File: config.mk
export PLATFORM = sky130hd
export DESIGN_NAME = uart_tx_arbiter
export DESIGN_NICKNAME = d
export VERILOG_FILES = /design/src/rtl/uart_tx_arbiter.sv
export SDC_FILE = /design/constraint.sdc
export NUM_CORES = 1
export LEC_CHECK = 0
export CORE_ASPECT_RATIO = 0.7
export CORE_MARGIN = 1
export CORE_UTILIZATION = 41
export DETAILED_ROUTE_END_ITERATION = 8
export PLACE_DENSITY_LB_ADDON = 0.25
export SLEW_MARGIN = 20
export SYNTH_ARGS = -nofsm -noshare
export SYNTH_HDL_FRONTEND = slang
export SYNTH_SLANG_ARGS = --single-unit
File: constraint.sdc
create_clock -name clk -period 2.3 [get_ports clk]
set_input_delay 0.23 -clock clk [delete_from_list [all_inputs] [get_ports clk]]
set_output_delay 0.23 -clock clk [all_outputs]
set_load 0.02 [all_outputs]
File: src/rtl/uart_tx_arbiter.sv
// uart_tx_arbiter: round-robin sharing of one UART TX byte port among NUM_REQ packet sources.
// Define UART_ARB_ID_HDR_EN to prefix every grant with a {4'hA, grant_id} header byte.
module uart_tx_arbiter #(
  parameter int NUM_REQ      = 4,
  parameter int ID_W         = 2,
  parameter int MAX_BURST    = 16,
  parameter int IDLE_TIMEOUT = 64
) (
  input  logic                 clk,
  input  logic                 reset,
  input  logic [NUM_REQ-1:0]   req_valid,
  input  logic [NUM_REQ*8-1:0] req_data,
  input  logic [NUM_REQ-1:0]   req_last,
  output logic [NUM_REQ-1:0]   req_ready,
  output logic                 tx_data_valid,
  output logic [7:0]           tx_data,
  input  logic                 tx_data_ready,
  output logic                 grant_active,
  output logic [ID_W-1:0]      grant_id,
  output logic                 busy
);

  localparam int CNT_W = $clog2(MAX_BURST) + 1;
  localparam int IDL_W = $clog2(IDLE_TIMEOUT) + 1;

`ifdef UART_ARB_ID_HDR_EN
  typedef enum logic [1:0] {S_IDLE, S_HDR, S_XFER} state_t;
`else
  typedef enum logic [1:0] {S_IDLE, S_XFER} state_t;
`endif

  state_t             r_state;
  state_t             w_next;
  logic [ID_W-1:0]    r_grant_id;
  logic [ID_W-1:0]    r_last_grant;
  logic [CNT_W-1:0]   r_count;
  logic [IDL_W-1:0]   r_idle;
  logic [ID_W-1:0]    w_win;
  logic               w_sel_valid;
  logic               w_sel_last;
  logic [7:0]         w_sel_data;
  logic               w_tx_valid;
  logic [7:0]         w_tx_data;
  logic [NUM_REQ-1:0] w_ready;
  logic               w_release;

  assign w_sel_valid = req_valid[r_grant_id];
  assign w_sel_last  = req_last[r_grant_id];
  assign w_sel_data  = req_data[{r_grant_id, 3'b000} +: 8];

  // Lowest index above last_grant wins; otherwise lowest index at or below it.
  always_comb begin
    w_win = '0;
    for (int i = NUM_REQ - 1; i >= 0; i--)
      if (req_valid[i] && i <= int'(r_last_grant))
        w_win = ID_W'(i);
    for (int i = NUM_REQ - 1; i >= 0; i--)
      if (req_valid[i] && i > int'(r_last_grant))
        w_win = ID_W'(i);
  end

  always_comb begin
    w_next     = r_state;
    w_tx_valid = 1'b0;
    w_tx_data  = '0;
    w_ready    = '0;
    w_release  = 1'b0;
    unique case (r_state)
      S_IDLE: begin
`ifdef UART_ARB_ID_HDR_EN
        if (|req_valid) w_next = S_HDR;
`else
        if (|req_valid) w_next = S_XFER;
`endif
      end
`ifdef UART_ARB_ID_HDR_EN
      S_HDR: begin
        w_tx_valid = 1'b1;
        w_tx_data  = {4'hA, 4'(r_grant_id)};
        if (tx_data_ready) w_next = S_XFER;
      end
`endif
      S_XFER: begin
        w_tx_valid          = w_sel_valid;
        w_tx_data           = w_sel_data;
        w_ready[r_grant_id] = tx_data_ready;
        if (w_sel_valid && tx_data_ready &&
            (w_sel_last || r_count == CNT_W'(MAX_BURST - 1)))
          w_release = 1'b1;
        if (!w_sel_valid && r_idle == IDL_W'(IDLE_TIMEOUT - 1))
          w_release = 1'b1;
        if (w_release) w_next = S_IDLE;
      end
      default: w_next = S_IDLE;
    endcase
  end

  always_ff @(posedge clk or posedge reset) begin
    if (reset) begin
      r_state      <= S_IDLE;
      r_grant_id   <= '0;
      r_last_grant <= ID_W'(NUM_REQ - 1);
      r_count      <= '0;
      r_idle       <= '0;
    end else begin
      r_state <= w_next;
      if (r_state == S_IDLE && |req_valid)
        r_grant_id <= w_win;
      if (r_state == S_XFER) begin
        if (w_release) begin
          r_last_grant <= r_grant_id;
          r_count      <= '0;
          r_idle       <= '0;
        end else begin
          if (w_sel_valid && tx_data_ready)
            r_count <= r_count + CNT_W'(1);
          // A stall with valid high is not idle time.
          r_idle <= w_sel_valid ? '0 : r_idle + IDL_W'(1);
        end
      end
    end
  end

  assign tx_data_valid = w_tx_valid;
  assign tx_data       = w_tx_data;
  assign req_ready     = w_ready;
  assign grant_active  = (r_state != S_IDLE);
  assign grant_id      = r_grant_id;
  assign busy          = (r_state != S_IDLE) || (|req_valid);

endmodule

; ---- Word level (Yosys, flattened, before mapping)
; Cells that the tools add are included.
[totals]
reg_bits = 18
in_bits = 43
output_inout_bits = 17
elab_cells = 70
[classes]
n_addsub = 2
magnitude_cmp = 8
n_eq_ne = 5
shifts = 1
muxes = 27
bitwise_logic = 1
reduce_logical = 21
[op_table]
columns = cell, count
row1 = 32-bit by 6-bit variable part select with 8-bit output, 1
row2 = 2-bit two-way mux, 9
row3 = 7-bit two-way mux, 2
row4 = 1-bit logical AND, 11
row5 = 5-bit two-way mux, 2
row6 = 1-bit two-way mux, 8
row7 = 8-bit two-way mux, 1
row8 = 7-bit by 1-bit adder with 7-bit output (second input constant), 1
row9 = 7-bit by 6-bit == test with 1-bit output (second input constant), 1
row10 = 2-bit AND reduction, 3
row11 = 5-bit by 1-bit adder with 5-bit output (second input constant), 1
row12 = 5-bit by 4-bit == test with 1-bit output (second input constant), 1
row13 = 4-bit AND, 1
row14 = 1-bit binary-select mux with 2-bit select, 2
row15 = 2-bit greater-than comparator (first input constant), 2
row16 = 2-bit less-or-equal comparator (first input constant), 2
row17 = 4-bit two-way mux, 1
row18 = 2-bit one-hot mux with 2 select lines, 1
row19 = 2-bit nonzero test, 2
row20 = 4-bit OR reduction, 1
row21 = 2-bit by 3-bit < comparator with 1-bit output (second input constant), 1
row22 = 1-bit demux with 2-bit select, 1
row23 = 2-bit by 1-bit == test with 1-bit output (second input constant), 1
row24 = 2-bit by 1-bit greater-or-equal comparator with 1-bit output (second input constant), 1
row25 = 7 further kinds, 8

; ---- Longest topological paths before layout
[logic_depth]
depth_word = 10
mapped_depth = 7
ltp_nobuf = 7

; ---- Worst setup path before layout
; No wires, ideal clock.
[synth_timing]
path_kind = flip-flop to flip-flop
start = reg r_grant_id[1], in the netlist grant_id[1]
end = reg r_count[0]
setup_time_ns = 0.125
arrival_time_ns = 1.780
slack_ns = 0.395
stages_incl_launch_ff = 7
n_path_buf = 2
period_less_slack_ns = 1.905
path_cell_list = dfrtp_1 buf_6 mux4_2 buf_2 inv_2 a31oi_1 mux2_2
[synth_via]
elab_chain_cells = 10
elab_cells_between_ends = 16
cone_classes = mux (9) / reduce/logical (7)
[synth_rtl]
columns = element, line
row1 = from (decl), 34  ; logic [ID_W-1:0] r_grant_id;
row2 = from (signal assigned), 108  ; r_grant_id <= w_win;
row3 = 1-bit binary-select mux with 2-bit select (on tied branches), "47, 48"
row4 = 1-bit two-way mux (on tied branches), "47, 48"
row5 = 1-bit logical AND / 1-bit logical OR (equally long branches), "87, 115, 88"
row6 = 1-bit logical AND, 87  ; if (w_sel_valid && tx_data_ready &&
row7 = 1-bit two-way mux, 87
row8 = 1-bit two-way mux, 90  ; if (!w_sel_valid && r_idle == IDL_W'(IDLE_TIMEOUT - 1))
row9 = 1-bit two-way mux (2 in series), 68  ; unique case (r_state)
row10 = 2-bit nonzero test (no line), --
row11 = 2-bit AND reduction (no line), --
row12 = to (signal assigned), 116  ; r_count <= r_count + CNT_W'(1);
row13 = to (decl), 36  ; logic [CNT_W-1:0] r_count;
; Parallel ways exist; a longest one is shown, timed or not. The select of a mux whose other input is x is not followed.
; A chain may end at the register's enable or synchronous reset.

; ---- Worst setup path after layout
[layout_timing]
start = reg r_grant_id[0], in the netlist grant_id[0]
end = out tx_data[1]
[layout_via]
elab_chain_cells = 2
[layout_rtl]
columns = element, line
row1 = 32-bit by 6-bit variable part select with 8-bit output, 49  ; assign w_sel_data = req_data[{r_grant_id, 3'b000} +: 8];
row2 = 8-bit two-way mux, 68
row3 = to (decl), 16  ; output logic [7:0] tx_data,
; Every way passes these cells.

==> metrics.txt <==
WS Path Type=reg2out; clock latency on the worst-skew pair=0.26 ns; post-place setup slack=~0.096 ns; Final Critical Period=roughly 2.2 ns; Worst-Margin Slew=around 0.66 ns; CTS clock-pin slew for the worst setup and hold paths=0.07 ns; Finished Cell Area=approximately 2000 µm²; CTS tree=done; post-route ant nets=0; outcome=complete, no violations; register area=between 400 and 500 µm²; layout cells sized above 1=0.132; Mapped Area=around 1300 µm²; CP endpoint kind=primary output; Post-synth EDFFs=0; CTS sink count=17; port bufs=just under 60; via count=around 1,300; share of flip-flops with an asynchronous set or reset=1.00; Core Box Area=between 2000 and 3000 µm²; relative slew slack=0.560; DRT iter0 DRCs=slightly above 60; area leader, netlist=dfrtp_1; Max VDD drop=0.000505 V; ANT cells=0; clk_skew=roughly 0.0033 ns; dpl hpwl=approximately 3000 µm; worst setup margin=around 0.076 ns; Die Y=about 50 µm; effective utilization at floorplan=0.447; worst-path fanout max=5; routed len/inst=between 15 and 20 µm; Residual DRC=0; Slew Limit Fails=0; All-Layer GR Usage=0.240; Syn Area/Cell=9.62 µm²; # IOs=60; Final Non-Filler Cells=approximately 230; total negative setup slack=0 ns; CTS H-tree depth=1; width of the chip=around 69 µm; pin count of the biggest net entering global routing=20; critical-path cell list=buf_4 > mux4_2 > and2_1 > clkdlybuf4s50_1; Multi-input gate area=around 800 µm²; placed insts=around 230; Synth Net Count=around 180; # setup viols final=0; die footprint=around 3400 µm²; Total Power=between 2 and 2.5 mW; wire length of the first global-routing pass=about 6300 µm; GR Overflow Total=0; Hold Buf Count CTS=0; Final Hold Fails=0; synth warn=0; CP max stage delay=between 0.5 and 0.6 ns; initial antenna violation count=0; pwr dens=1030 nW/µm²; Final Cycle Share=0.967; Num CTS Buffers=3; vias per cell=approximately 5.6; routed wire length=3860 µm; unrepaired setup endpoints after global routing=no; routability cong.=0.847; Critical Path AT=roughly 2 ns; synthesized instance count=135; TritonRoute pass-1 iters=4; Reg2Reg Depth=7; Register-to-Register Setup Slack=around 0.20 ns; post-synth top area share=0.289; Leakage Power=between 0.8 and 0.9 nW; crit start category=flip-flop; Final #Nets=roughly 240; top_reg_cell synth=dfrtp_1; Fill cells=220; register area share after synthesis=0.329; root buffer cell=clkbuf_8; CP Data Required Time=slightly above 2 ns; cell row count=16; slowest stage cell, crit path=clkdlybuf4s50_1; synth unique cells=41; Placed Area=1940 µm²; Area Growth Syn to Fin=54.0%; Post-synth top cells=dfrtp_1, and2_1, nand2_1, mux4_2, nor2_1; count leader, synth=dfrtp_1; Max-cap violations=0; Max Clock Freq=around 450 MHz; most area-consuming cells after synthesis=dfrtp_1, mux4_2, and2_1; vias in the first global route=around 1,300; synthesis-stage register bit count=17; Hold WC Path Type=in2async; clock tree buffer depth=2
-- layout make-up --
| cell class | count | share of cell area |
|---|---|---|
| well taps | 36 | 0.0225 |
| clock buffers | 3 | 0.0207 |
| repair buffers | 66 | 0.326 |
| multi-input cells | 102 | 0.399 |
| clock inverters | 1 | 0.00250 |
| flip-flops and latches | 17 | 0.214 |
| inverters | 8 | 0.0150 |
-- cells in the final DEF, fill, tap and decap left out, types with 3 or more instances in the layout --
cell type / synthesis / final
ha_1: 3 / 3
or3_1: 4 / 4
buf_4: 0 / 6
mux4_2: 9 / 9
o21ai_0: 7 / 7
clkdlybuf4s50_1: 0 / 54
dfrtp_1: 15 / 15
dlymetal6s2s_1: 0 / 3
a31oi_1: 4 / 4
nand2b_1: 3 / 3
inv_1: 7 / 7
clkbuf_8: 0 / 3
nand3_1: 4 / 4
nand2_1: 10 / 10
and3_1: 3 / 3
nor3_1: 3 / 3
and2_1: 12 / 12
nor2_1: 9 / 9
a22o_1: 4 / 4
-- what timing repair did --
action | in CTS | in global routing
setup endpoints to repair | 4 | 3
resized for setup | 3 | 3
buffers inserted | 0 | 0
pin swaps | 0 | 0
-- power by group --
part / internal (mW) / total, mW / leakage (nW) / switching, mW
Combinational: 0.680 / 1.35 / 0.620 / 0.671
Clock: 0.121 / 0.229 / 0.0255 / 0.108
Sequential: 0.398 / 0.483 / 0.217 / 0.0850
Total: 1.20 / 2.06 / 0.862 / 0.864
-- critical path, delay by kind of cell (launching register included) --
family	cells	cell delay, ns
buffers and inverters	2	0.69
muxes	1	0.51
DFF	1	0.37
and+or+nand+nor	1	0.17
-- per-layer routing --
metal / wire, µm / global-route usage / vias up
li1: - / - / 625
met5: 0 / 0 / -
met2: 1860 / 0.421 / 56
met3: 220 / 0.0620 / 10
met4: 94 / 0.0850 / 0
met1: 1680 / 0.287 / 622
-- stage by stage --
| step | utilization | hold WS (ns) |
|---|---|---|
| final | 0.689 | 0.364 |
| after global routing | 0.689 | 0.426 |
| after CTS | 0.686 | 0.382 |
| after detailed placement | 0.670 | 0.490 |
| after global placement | 0.670 | 0.471 |
| after floorplan | - | 0.155 |
-- sequential cells by signal, indices dropped and copies added, names as in the netlist --
register      flops
r_last_grant      2
r_state           1
r_count           5
grant_id          2
r_idle            7
-- worst paths after layout --
kind                                  start         endpoint
worst min register to register   r_count[4]       r_count[4]
min in group clk                 r_count[4]       r_count[4]
worst max-delay path            grant_id[0]       tx_data[1]
worst min-delay path                  reset       r_count[1]
max in group asynchronous             reset        r_idle[3]
worst max register to register   r_count[0]  r_last_grant[0]
-- kinds of logic after synthesis --
| group | count (synthesis) | synth area share |
|---|---|---|
| fa+ha+maj | 3 | 0.0289 |
| flops | 17 | 0.329 |
| buf+inv | 16 | 0.0559 |
| compound gates | 29 | 0.157 |
| simple gates | 55 | 0.226 |
| xor+xnor | 2 | 0.0135 |
| mux | 13 | 0.189 |
(Power assumes the default switching activity.)
